$ cat src/rtl/cpa_pipe.sv
// Pipelined carry-propagate adder: SEG-bit carry segment per stage, elastic valid/ready.
// Define CPA_PIPE_CIN_EN to add the cin port (sum = row_a + row_b + cin).
module cpa_pipe #(
  parameter int WIDTH = 32,
  parameter int SEG   = 8
) (
  input  logic             clk,
  input  logic             rst_n,
`ifdef CPA_PIPE_CIN_EN
  input  logic             cin,
`endif
  input  logic             in_valid,
  output logic             in_ready,
  input  logic [WIDTH-1:0] row_a,
  input  logic [WIDTH-1:0] row_b,
  output logic             out_valid,
  input  logic             out_ready,
  output logic [WIDTH:0]   sum,
  output logic             busy
);

  localparam int NSTG = (WIDTH + SEG - 1) / SEG;

  logic [NSTG-1:0] v;
  logic [NSTG-1:0] adv;
  logic            cin0;

`ifdef CPA_PIPE_CIN_EN
  assign cin0 = cin;
`else
  assign cin0 = 1'b0;
`endif

  // Ready ripples back from the output; a stage may move if the next one frees up.
  always_comb begin
    adv = '0;
    for (int k = NSTG - 1; k >= 0; k--) begin
      if (k == NSTG - 1) adv[k] = v[k] & out_ready;
      else               adv[k] = v[k] & (!v[k+1] | adv[k+1]);
    end
  end

  assign in_ready  = !v[0] | adv[0];
  assign out_valid = v[NSTG-1];
  assign busy      = |v;

  for (genvar k = 0; k < NSTG; k++) begin : g_st
    localparam int LO = k * SEG;
    localparam int RW = WIDTH - LO;
    localparam int W  = (RW < SEG) ? RW : SEG;

    logic [RW-1:0]   a_src;
    logic [RW-1:0]   b_src;
    logic            c_src;
    logic            ld;
    logic [W:0]      seg;
    logic [LO+W-1:0] r_d;
    logic [LO+W-1:0] r_q;
    logic            c_q;
    logic            v_q;

    if (k == 0) begin : g_head
      assign a_src = row_a;
      assign b_src = row_b;
      assign c_src = cin0;
      assign ld    = in_valid & in_ready;
      assign r_d   = seg[W-1:0];
    end else begin : g_body
      assign a_src = g_st[k-1].g_rem.a_q;
      assign b_src = g_st[k-1].g_rem.b_q;
      assign c_src = g_st[k-1].c_q;
      assign ld    = adv[k-1];
      assign r_d   = {seg[W-1:0], g_st[k-1].r_q};
    end

    assign seg  = {1'b0, a_src[W-1:0]} + {1'b0, b_src[W-1:0]}
                + {{W{1'b0}}, c_src};
    assign v[k] = v_q;

    always_ff @(posedge clk or negedge rst_n) begin
      if (!rst_n) begin
        v_q <= 1'b0;
        c_q <= 1'b0;
        r_q <= '0;
      end else begin
        if (ld) begin
          v_q <= 1'b1;
          c_q <= seg[W];
          r_q <= r_d;
        end else if (adv[k]) begin
          v_q <= 1'b0;
        end
      end
    end

    // Operand bits not yet added travel on with the stage.
    if (RW > W) begin : g_rem
      logic [RW-W-1:0] a_q;
      logic [RW-W-1:0] b_q;

      always_ff @(posedge clk or negedge rst_n) begin
        if (!rst_n) begin
          a_q <= '0;
          b_q <= '0;
        end else if (ld) begin
          a_q <= a_src[RW-1:W];
          b_q <= b_src[RW-1:W];
        end
      end
    end
  end

  assign sum = {g_st[NSTG-1].c_q, g_st[NSTG-1].r_q};

endmodule

$ cat config.mk
export PLATFORM = sky130hd
export DESIGN_NAME = cpa_pipe
export DESIGN_NICKNAME = d
export VERILOG_FILES = /design/src/rtl/cpa_pipe.sv
export SDC_FILE = /design/constraint.sdc
export NUM_CORES = 1
export LEC_CHECK = 0
export ABC_AREA = 1
export CORE_MARGIN = 1.5
export CORE_UTILIZATION = 55
export DETAILED_ROUTE_END_ITERATION = 8
export PLACE_DENSITY = 0.83
export REMOVE_ABC_BUFFERS = 1
export SYNTH_ARGS = -nofsm -noshare
export SYNTH_HDL_FRONTEND = slang
export SYNTH_SLANG_ARGS = --single-unit
$ cat constraint.sdc
create_clock -name clk -period 2.05 [get_ports clk]
set_input_delay 0.41 -clock clk [delete_from_list [all_inputs] [get_ports clk]]
set_output_delay 0.41 -clock clk [all_outputs]
set_load 0.005 [all_outputs]
* Yosys cells after proc, flatten, opt, wreduce, memory -nomap -nowiden *
Cells that the tools add are included.

word-level totals
  word-level logic and storage cells = 51
  register bits after elaboration = 184
  output and inout port bits = 36
  bits of input ports = 68

cells by class
  mux-type cells = 8
  bitwise gates (word level) = 9
  add/sub/neg operators = 7
  reductions and logical operators = 9

operators with widths
  kind                count
  $add A8 B8 Y9       4
  $add A9 B1 Y9       3
  $mux W1             8
  $reduce_bool A2 Y1  4
  $and A1 B1 Y1       5
  $logic_not A1 Y1    4
  $or A1 B1 Y1        4
  $reduce_or A4 Y1    1

* Longest topological paths before layout *
Gate-level depths: netlist of the first run.

  word-level depth = 10
  gate-level depth with buffers = 9

* Worst setup path before layout of the first run *
Ideal clock, no wire load.

  path kind = flip-flop to flip-flop
  start point = register g_st[0].c_q
  end point = register g_st[1].r_q[14]
  data arrival time = 1.643 ns
  clock period less this slack = 1.760 ns
  stages on the path, launching flop included = 9
  setup time = 0.117 ns
  setup slack = 0.290 ns
  required time = 1.933 ns
  path through = dfrtp_1 -> fa_1 -> fa_1 -> nand2_1 -> nand2_1 -> nand3b_1 -> nand3b_1 -> nand3_1 -> nand2_1

between the ends
  longest elaborated chain between the ends = 1

ends and longest elaborated chain
  element                 RTL line  source
  start, declared         59        logic c_q;
  start signal, assigned  88        c_q <= seg[W];
  $add A9 B1 Y9           77        + {{W{1'b0}}, c_src};
  end signal, assigned    89        r_q <= r_d;
  end, declared           58        logic [LO+W-1:0] r_q;

Every way passes these cells.
A chain may end at the register's enable or synchronous reset.

* Final worst setup path of the first run *
  start point = register g_st[2].v_q
  end point = output port busy

between the ends
  longest elaborated chain between the ends = 1

ends and longest elaborated chain
  element                 RTL line  source
  start, declared         60        logic v_q;
  start signal, assigned  82        v_q <= 1'b0;
  start signal, assigned  87        v_q <= 1'b1;
  start signal, assigned  91        v_q <= 1'b0;
  $reduce_or A4 Y1        45        assign busy = |v;
  end, declared           19        output logic busy

Every way passes these cells.

==> results.sh, run 1 <==
export IMPL_final_common_cell="nand2_1"
export IMPL_place_congestion=0.830
export IMPL_port_buffers=103
export IMPL_grt_pass1_vias=6348
export IMPL_hold_viol=0
export IMPL_yosysTopAreaCell="dfrtp_1"
export IMPL_crit_required_ps=1640
export IMPL_r2r_end="g_st[3].r_q[30]$_DFFE_PN0P_"
export IMPL_wl_per_cell_um=13.0
export IMPL_cts_sinks=184
export IMPL_r2r_start="g_st[2].c_q$_DFFE_PN0P_"
export IMPL_cts_tree="done"
export IMPL_dr_pass1_iters=6
export IMPL_clock_latency_ps=430
export IMPL_p_leak_nw=5.27
export IMPL_power_per_cell_area_mw_per_mm2=1130
export IMPL_area_growth_pct=22.5
export IMPL_start_util_pct=56.7
export IMPL_max_cap_violations=0
export IMPL_finalCritPeriodShare_pct=96.1
export IMPL_slew_headroom_pct=74.9
export IMPL_numCtsBuffers=17
export IMPL_htreeDepth=4
export IMPL_syn_area_per_cell_sq_um=8.65
export IMPL_yosysSeqAreaShare_pct=55.5
export IMPL_start_kind="flop"
export IMPL_crit_fanout=3
export IMPL_via_per_inst=5.03
export IMPL_max_freq_mhz=508
export IMPL_drc=0
export IMPL_hold_ws_ps=425
export IMPL_rr_worst_depth=9
export IMPL_stdcell_count=1264
export IMPL_grt_max_degree=67
export IMPL_ant_nets=0
export IMPL_fin_nets=1174
export IMPL_dp_hpwl_um=11200
export IMPL_overflow=0
export IMPL_clock_path_buffers=2
export IMPL_arrival_ps=1560
export IMPL_worstMarginPinSlew_ps=377
export IMPL_path_class="reg -> out"
export IMPL_fin_worst_skew_ps=5.46
export IMPL_core_area_sq_mm=0.0146
export IMPL_die_x_um=126
export IMPL_hp_class="in -> async"
export IMPL_ys_seq_elements=184
export IMPL_routed_wirelength_um=16500
export IMPL_grt_pass1_wl_um=28900
export IMPL_rows=44
export IMPL_synth_top_area_share_pct=55.5
export IMPL_die_h_um=126
export IMPL_final_cell_mix="nand2_1 (436), dfrtp_1 (184), clkdlybuf4s50_1 (101)"
export IMPL_post_route_cells_drive_above_1_share_pct=6.48
export IMPL_drt_initial_drc_count=365
export IMPL_status="finished, final reports clean"
export IMPL_synth_cell_types=30
export IMPL_clkTransAtPathRegs_ps=60
export IMPL_root_buffer="clkbuf_16"
export IMPL_track_usage_pct=22.8
export IMPL_io_pins=104
export IMPL_antennaDiodeCount=0
export IMPL_drv_slew=0
export IMPL_synthCells=960
export IMPL_reg2reg_slack_ps=140
export IMPL_antenna_found_initial=0
export IMPL_setup_viol_count_final=0
export IMPL_startpoint="g_st[2].v_q$_DFFE_PN0P_"
export IMPL_die_area_sq_mm=0.0158
export IMPL_finalCriticalPeriod_ps=1970
export IMPL_dp_cells=1234
export IMPL_peakVddDrop_mv=0.714
export IMPL_synth_area_leaders="dfrtp_1 (55%), nand2_1 (20%), o21ai_0 (4.5%)"
export IMPL_vias=6355
export IMPL_crit_path_end_kind="output pin"
export IMPL_yosys_warnings=0
export IMPL_crit_end="busy"
export IMPL_rsz0062_at_grt="false"
export IMPL_syn_area_sq_mm=0.00830
worst min-delay path by stage:
stage               startpoint  cells after the start                           endpoint
floorplan                rst_n                      0            g_st[0].c_q$_DFFE_PN0P_
global placement         rst_n                      1        g_st[3].r_q[17]$_DFFE_PN0P_
detailed placement       rst_n                      1        g_st[3].r_q[17]$_DFFE_PN0P_
CTS                      rst_n                      2  g_st[0].g_rem.b_q[10]$_DFFE_PN0P_
global route             rst_n                      2   g_st[1].g_rem.a_q[2]$_DFFE_PN0P_
finish                   rst_n                      2  g_st[0].g_rem.b_q[10]$_DFFE_PN0P_
state kept, by name (all words and copies together), names as in the netlist:
name and flops:
g_st.r_q 80, out_valid 1, g_st.v_q 3, g_st.g_rem.b_q 48, g_st.c_q 4, g_st.g_rem.a_q 48
per-stage QoR:
stage               total power, mW  instance area [sq um]  worst slack (ps)  TNS, ps  utilization (%)
detailed placement             8.64                   9640             -62.8     -104             65.9
global route                   12.4                  10200              10.6        0             69.4
floorplan                      7.13                   8080             -39.2    -39.2                -
CTS                            11.6                  10200              55.5        0             69.4
global placement               8.46                   9640             -21.8    -21.8             65.9
finish                         11.5                  10200              80.6        0             69.4
Yosys cell counts:
library cell,count
nand2_1,436
dfrtp_1,184
inv_1,79
o21ai_0,74
nand3_1,33
ha_1,29
a21oi_1,19
nor2_1,15
buf_2,13
clkbuf_1,10
buf_4,7
fa_1,7
o21ai_1,7
buf_6,6
nand3b_1,6
inv_2,5
or2_2,5
xnor2_1,5
nor2_4,3
o21ai_2,3
o21bai_1,3
nand2_2,2
xor2_1,2
nand2_4,1
nand3_4,1
nand4_1,1
nor2_2,1
nor3_1,1
o22ai_1,1
o22ai_2,1
worst max-delay path, cell delays in order (launching register included):
cell and delay [ps]:
dfrtp_1 420, inv_1 120, nand4_1 100, clkdlybuf4s50_1 500
power by group:
part | internal [mW] | total (mW) | switching (mW)
clock | 1.67 | 2.93 | 1.25
combinational | 1.64 | 3.41 | 1.77
sequential | 4.66 | 5.21 | 0.545
what timing repair did:
action | in CTS | in global routing
gates cloned | 0 | 0
hold endpoints to repair | 26 | 0
pin swaps | 2 | 0
setup buffers | 0 | 0
gates resized for setup | 1 | 1
hold buffers | 1 | 0
endpoints found under the setup margin | 1 | 2
layer usage:
metal  global-route usage (%)  routed length, um  part of all wire [%]
met5                        0                  0                     0
met4                     8.52                384                   2.3
met3                     5.40                668                   4.1
met2                     39.2               8180                    50
met1                     28.3               7240                    44
logic make-up (layout without fill, tap and decap cells):
| family | Yosys count | in the layout | share of synthesized area (%) |
|---|---|---|---|
| buffers and inverters | 120 | 240 | 6.48 |
| AND/OR/NAND/NOR | 505 | 505 | 24.4 |
| XOR/XNOR | 7 | 7 | 0.739 |
| adder cells (fa/ha/maj) | 36 | 36 | 6.06 |
| flip-flops | 184 | 184 | 55.5 |
| AO/OA/AOI/OAI | 108 | 108 | 6.84 |
area by class of cell:
class / instances / area (sq um)
Clock buffer: 24 / 462
Clock inverter: 5 / 50.0
Fill cell: 1151 / 4480
Inverter: 84 / 315
Multi-Input combinational cell: 656 / 3170
Sequential cell: 184 / 4600
Tap cell: 184 / 230
Timing Repair Buffer: 127 / 1340
(Power assumes the default switching activity.)
==> inputs of run 2 (changes only) <==
--- a/config.mk
+++ b/config.mk
@@ -8,6 +8,7 @@
 export ABC_AREA = 1
 export CORE_MARGIN = 1.5
 export CORE_UTILIZATION = 55
+export CTS_CLUSTER_DIAMETER = 200
 export DETAILED_ROUTE_END_ITERATION = 8
 export PLACE_DENSITY = 0.83
 export REMOVE_ABC_BUFFERS = 1
==> results of run 2 <==
Final layout, timing and power as in run 1 (identical DEF).
==> inputs of run 3 (changes only) <==
--- a/config.mk
+++ b/config.mk
@@ -12,6 +12,7 @@
 export DETAILED_ROUTE_END_ITERATION = 8
 export PLACE_DENSITY = 0.83
 export REMOVE_ABC_BUFFERS = 1
+export SLEW_MARGIN = 20
 export SYNTH_ARGS = -nofsm -noshare
 export SYNTH_HDL_FRONTEND = slang
 export SYNTH_SLANG_ARGS = --single-unit
==> results of run 3 <==
Final layout, timing and power as in run 1 (identical DEF).
